## config.mk

```make
export PLATFORM = sky130hd
export DESIGN_NAME = tt_um_adder8
export DESIGN_NICKNAME = d
export VERILOG_FILES = /design/src/rtl/tt_um_adder8.sv
export SDC_FILE = /design/constraint.sdc
export NUM_CORES = 1
export LEC_CHECK = 0
export ABC_AREA = 1
export BUFFER_PORTS_ARGS = -buffer_cell sky130_fd_sc_hd__buf_4
export CAP_MARGIN = 10
export CORE_AREA = 2 2 39 41
export DETAILED_ROUTE_END_ITERATION = 8
export DIE_AREA = 0 0 41 43
export GPL_TIMING_DRIVEN = 0
export PLACE_DENSITY_LB_ADDON = 0.2
export REMOVE_ABC_BUFFERS = 1
export SLEW_MARGIN = 20
export SYNTH_ARGS = -nofsm -noshare
export SYNTH_HDL_FRONTEND = slang
export SYNTH_HIERARCHICAL = 1
export SYNTH_SLANG_ARGS = --single-unit
```

## constraint.sdc

```tcl
create_clock -name vclk -period 8
set_input_delay 1.6 -clock vclk [all_inputs]
set_output_delay 1.6 -clock vclk [all_outputs]
set_load 0.01 [all_outputs]
```

## src/rtl/tt_um_adder8.sv

```systemverilog
// 8-bit unsigned ripple-carry adder in the user-tile wrapper; SUM = (A + B) mod 256.
// Define OUTPUT_REG_EN to register the sum (1-cycle latency, sync reset, ena-gated load).
module tt_um_adder8_fa (
    input  logic a,
    input  logic b,
    input  logic ci,
    output logic s,
    output logic co
);
    assign s  = a ^ b ^ ci;
    assign co = (a & b) | (ci & (a ^ b));
endmodule

module tt_um_adder8 (
    input  logic       clk,
    input  logic       rst,
    input  logic       ena,
    input  logic [7:0] ui_in,
    input  logic [7:0] uio_in,
    output logic [7:0] uo_out,
    output logic [7:0] uio_out,
    output logic [7:0] uio_oe
);
    logic [8:0] carry;
    logic [7:0] sum;

    assign carry[0] = 1'b0;

    for (genvar i = 0; i < 8; i++) begin : g_fa
        tt_um_adder8_fa u_fa (
            .a  (ui_in[i]),
            .b  (uio_in[i]),
            .ci (carry[i]),
            .s  (sum[i]),
            .co (carry[i+1])
        );
    end

    // Bidirectional pins are inputs only.
    assign uio_out = 8'h00;
    assign uio_oe  = 8'h00;

`ifdef OUTPUT_REG_EN
    logic [7:0] sum_d;
    logic [7:0] sum_q;

    always_comb begin
        sum_d = sum_q;
        if (ena) begin
            sum_d = sum;
        end
    end

    always_ff @(posedge clk) begin
        if (rst) begin
            sum_q <= 8'h00;
        end else begin
            sum_q <= sum_d;
        end
    end

    assign uo_out = sum_q;

    // Carry-out is dropped so the result wraps.
    logic unused_ok;
    assign unused_ok = &{1'b0, carry[8]};
`else
    assign uo_out = sum;

    // Carry-out is dropped; clk/rst/ena have no role in the combinational build.
    logic unused_ok;
    assign unused_ok = &{1'b0, carry[8], clk, rst, ena};
`endif
endmodule

```

==> flow_metrics.env <==
export IMPL_fin_util=0.3065
export IMPL_syn_avg_cell_area_um2=11.36
export IMPL_yosys_area_share_xor_xnor=0
export IMPL_multiInputGateArea_um2=224.0
export IMPL_yosys_area_top_type="fa_1"
export IMPL_cp_arrival_ns=5.11
export IMPL_criticalPathCategory="in2out"
export IMPL_synth_distinct_cells=3
export IMPL_cp_data_required_time_ns=6.40
export IMPL_grt_max_degree=2
export IMPL_core_mm2=0.001384
export IMPL_groute_usage_overall=0.05853
export IMPL_antenna_cells=0
export IMPL_drtAntennaViolNets=0
export IMPL_power_density_mw_per_mm2=82.39
export IMPL_holdBufCountCts=0
export IMPL_placedCellCount=65
export IMPL_wl_um=544
export IMPL_p_leak_nw=0.2288
export IMPL_finalWorstPathRequiredPeriod_ns=6.713
export IMPL_timing_fmax_ghz=0.1490
export IMPL_die_y_um=43
export IMPL_nFillCells=152
export IMPL_vdd_drop_max_mv=0.03505
export IMPL_vias_per_cell=3.369
export IMPL_synth_area_top_cells="fa_1 56%, buf_4 42%, conb_1 1.3%"
export IMPL_drtIter0Drc=0
export IMPL_drtPass1Iterations=1
export IMPL_synthCells=25
export IMPL_drc_errors=0
export IMPL_grt_pass1_wl_um=745
export IMPL_grt_overflow_total=0
export IMPL_stdcell_count=65
export IMPL_critPathMaxFanout=1
export IMPL_rows=14
export IMPL_worst_setup_path_end_kind="output port"
export IMPL_final_nets=78
export IMPL_seq_cell_count=0
export IMPL_cts_setup_buffers=0
export IMPL_initial_utilization=0.2052
export IMPL_drive_above_1_share=0.4898
export IMPL_hold_depth=3
export IMPL_crit_start="ui_in[0]"
export IMPL_drv_cap=0
export IMPL_vias=219
export IMPL_tns_ns=0
export IMPL_period_share=0.8391
export IMPL_synth_top_family_by_area="adder cells"
export IMPL_grt_pass1_vias=193
export IMPL_wire_per_inst_um=8.369
export IMPL_gp_congestion=0.6090
export IMPL_die_area_mm2=0.001763
export IMPL_hold_violations=0
export IMPL_nClkBuffers=0
export IMPL_post_synth_top_area_fraction=0.5639
export IMPL_seq_area_um2=0
export IMPL_post_dp_hpwl_um=557.2
export IMPL_ys_warnings_count=6
export IMPL_status="completed"
export IMPL_crit_end="uo_out[7]"
export IMPL_die_x_um=41
export IMPL_hold_class="in2out"
export IMPL_synth_fa_ha_area_frac=0.5639
export IMPL_drv_slew=0
export IMPL_synthesis_area_um2=284.0
export IMPL_seq_area_frac_synth=0
export IMPL_critPathLaunchType="primary input"
export IMPL_yosys_area_share_simple=0
export IMPL_synthMuxAreaShare=0
export IMPL_port_buffers=24
export IMPL_rsz0062_at_grt="no"
export IMPL_synth_compound_area_frac=0
export IMPL_grt_antenna_before_repair=0
export IMPL_ioPinCount=43
export IMPL_hold_slack_ns=3.540
export IMPL_area_growth_pct=49.34
export IMPL_setup_viol_count_final=0
export IMPL_ctsResizeCount=0
worst min path at each step:
stage,from,to,slack [ns]
6_report,uio_in[0],uo_out[0],3.54
5_1_grt,uio_in[1],uo_out[1],3.57
4_1_cts,uio_in[0],uo_out[0],3.54
3_5_place_dp,uio_in[0],uo_out[0],3.54
3_3_place_gp,uio_in[1],uo_out[1],3.54
2_1_floorplan,uio_in[0],uo_out[0],3.39
Yosys cell counts:
master   n
fa_1     8
conb_1   1
buf_4   16
critical path: stages:
cell,delay (ns)
buf_4,0.11
fa_1,0.43
fa_1,0.39
fa_1,0.39
fa_1,0.39
fa_1,0.38
fa_1,0.39
fa_1,0.40
fa_1,0.51
buf_4,0.12
cells by family after synthesis:
logic type	after synthesis
adders and majority gates	8
buffers and inverters	16
other	1
layout make-up:
class / count / share of cell area
multi-input combinational: 25 / 0.5280
tap: 16 / 0.04720
timing repair buffer: 24 / 0.4248
metrics by stage:
stage	setup slack [ns]	area, um2	total power [W]
global placement	1.275	424.2	0.00003528
global route	1.167	424.2	0.00003978
detailed placement	1.275	424.2	0.00003535
CTS	1.265	424.2	0.00003557
finish	1.287	424.2	0.00003495
floorplan	1.570	224.0	0.00001704
per-layer routing:
metal / routed length (um) / up-vias / global-route usage
met5: 0 / - / 0
met4: 0 / 0 / 0
met3: 177 / 0 / 0.02094
met2: 252 / 33 / 0.1094
met1: 114 / 98 / 0.06209
li1: - / 88 / -
report_power, final:
| group | internal, W | switching (W) |
|---|---|---|
| clock | 0 | 0 |
| sequential | 0 | 0 |
| combinational | 0.0000183 | 0.0000166 |
cell usage in the layout (no fill, tap or decap), drive strengths merged:
cell type | netlist | layout
buf | 16 | 24
conb | 1 | 17
fa | 8 | 8
(Power assumes the default switching activity.)
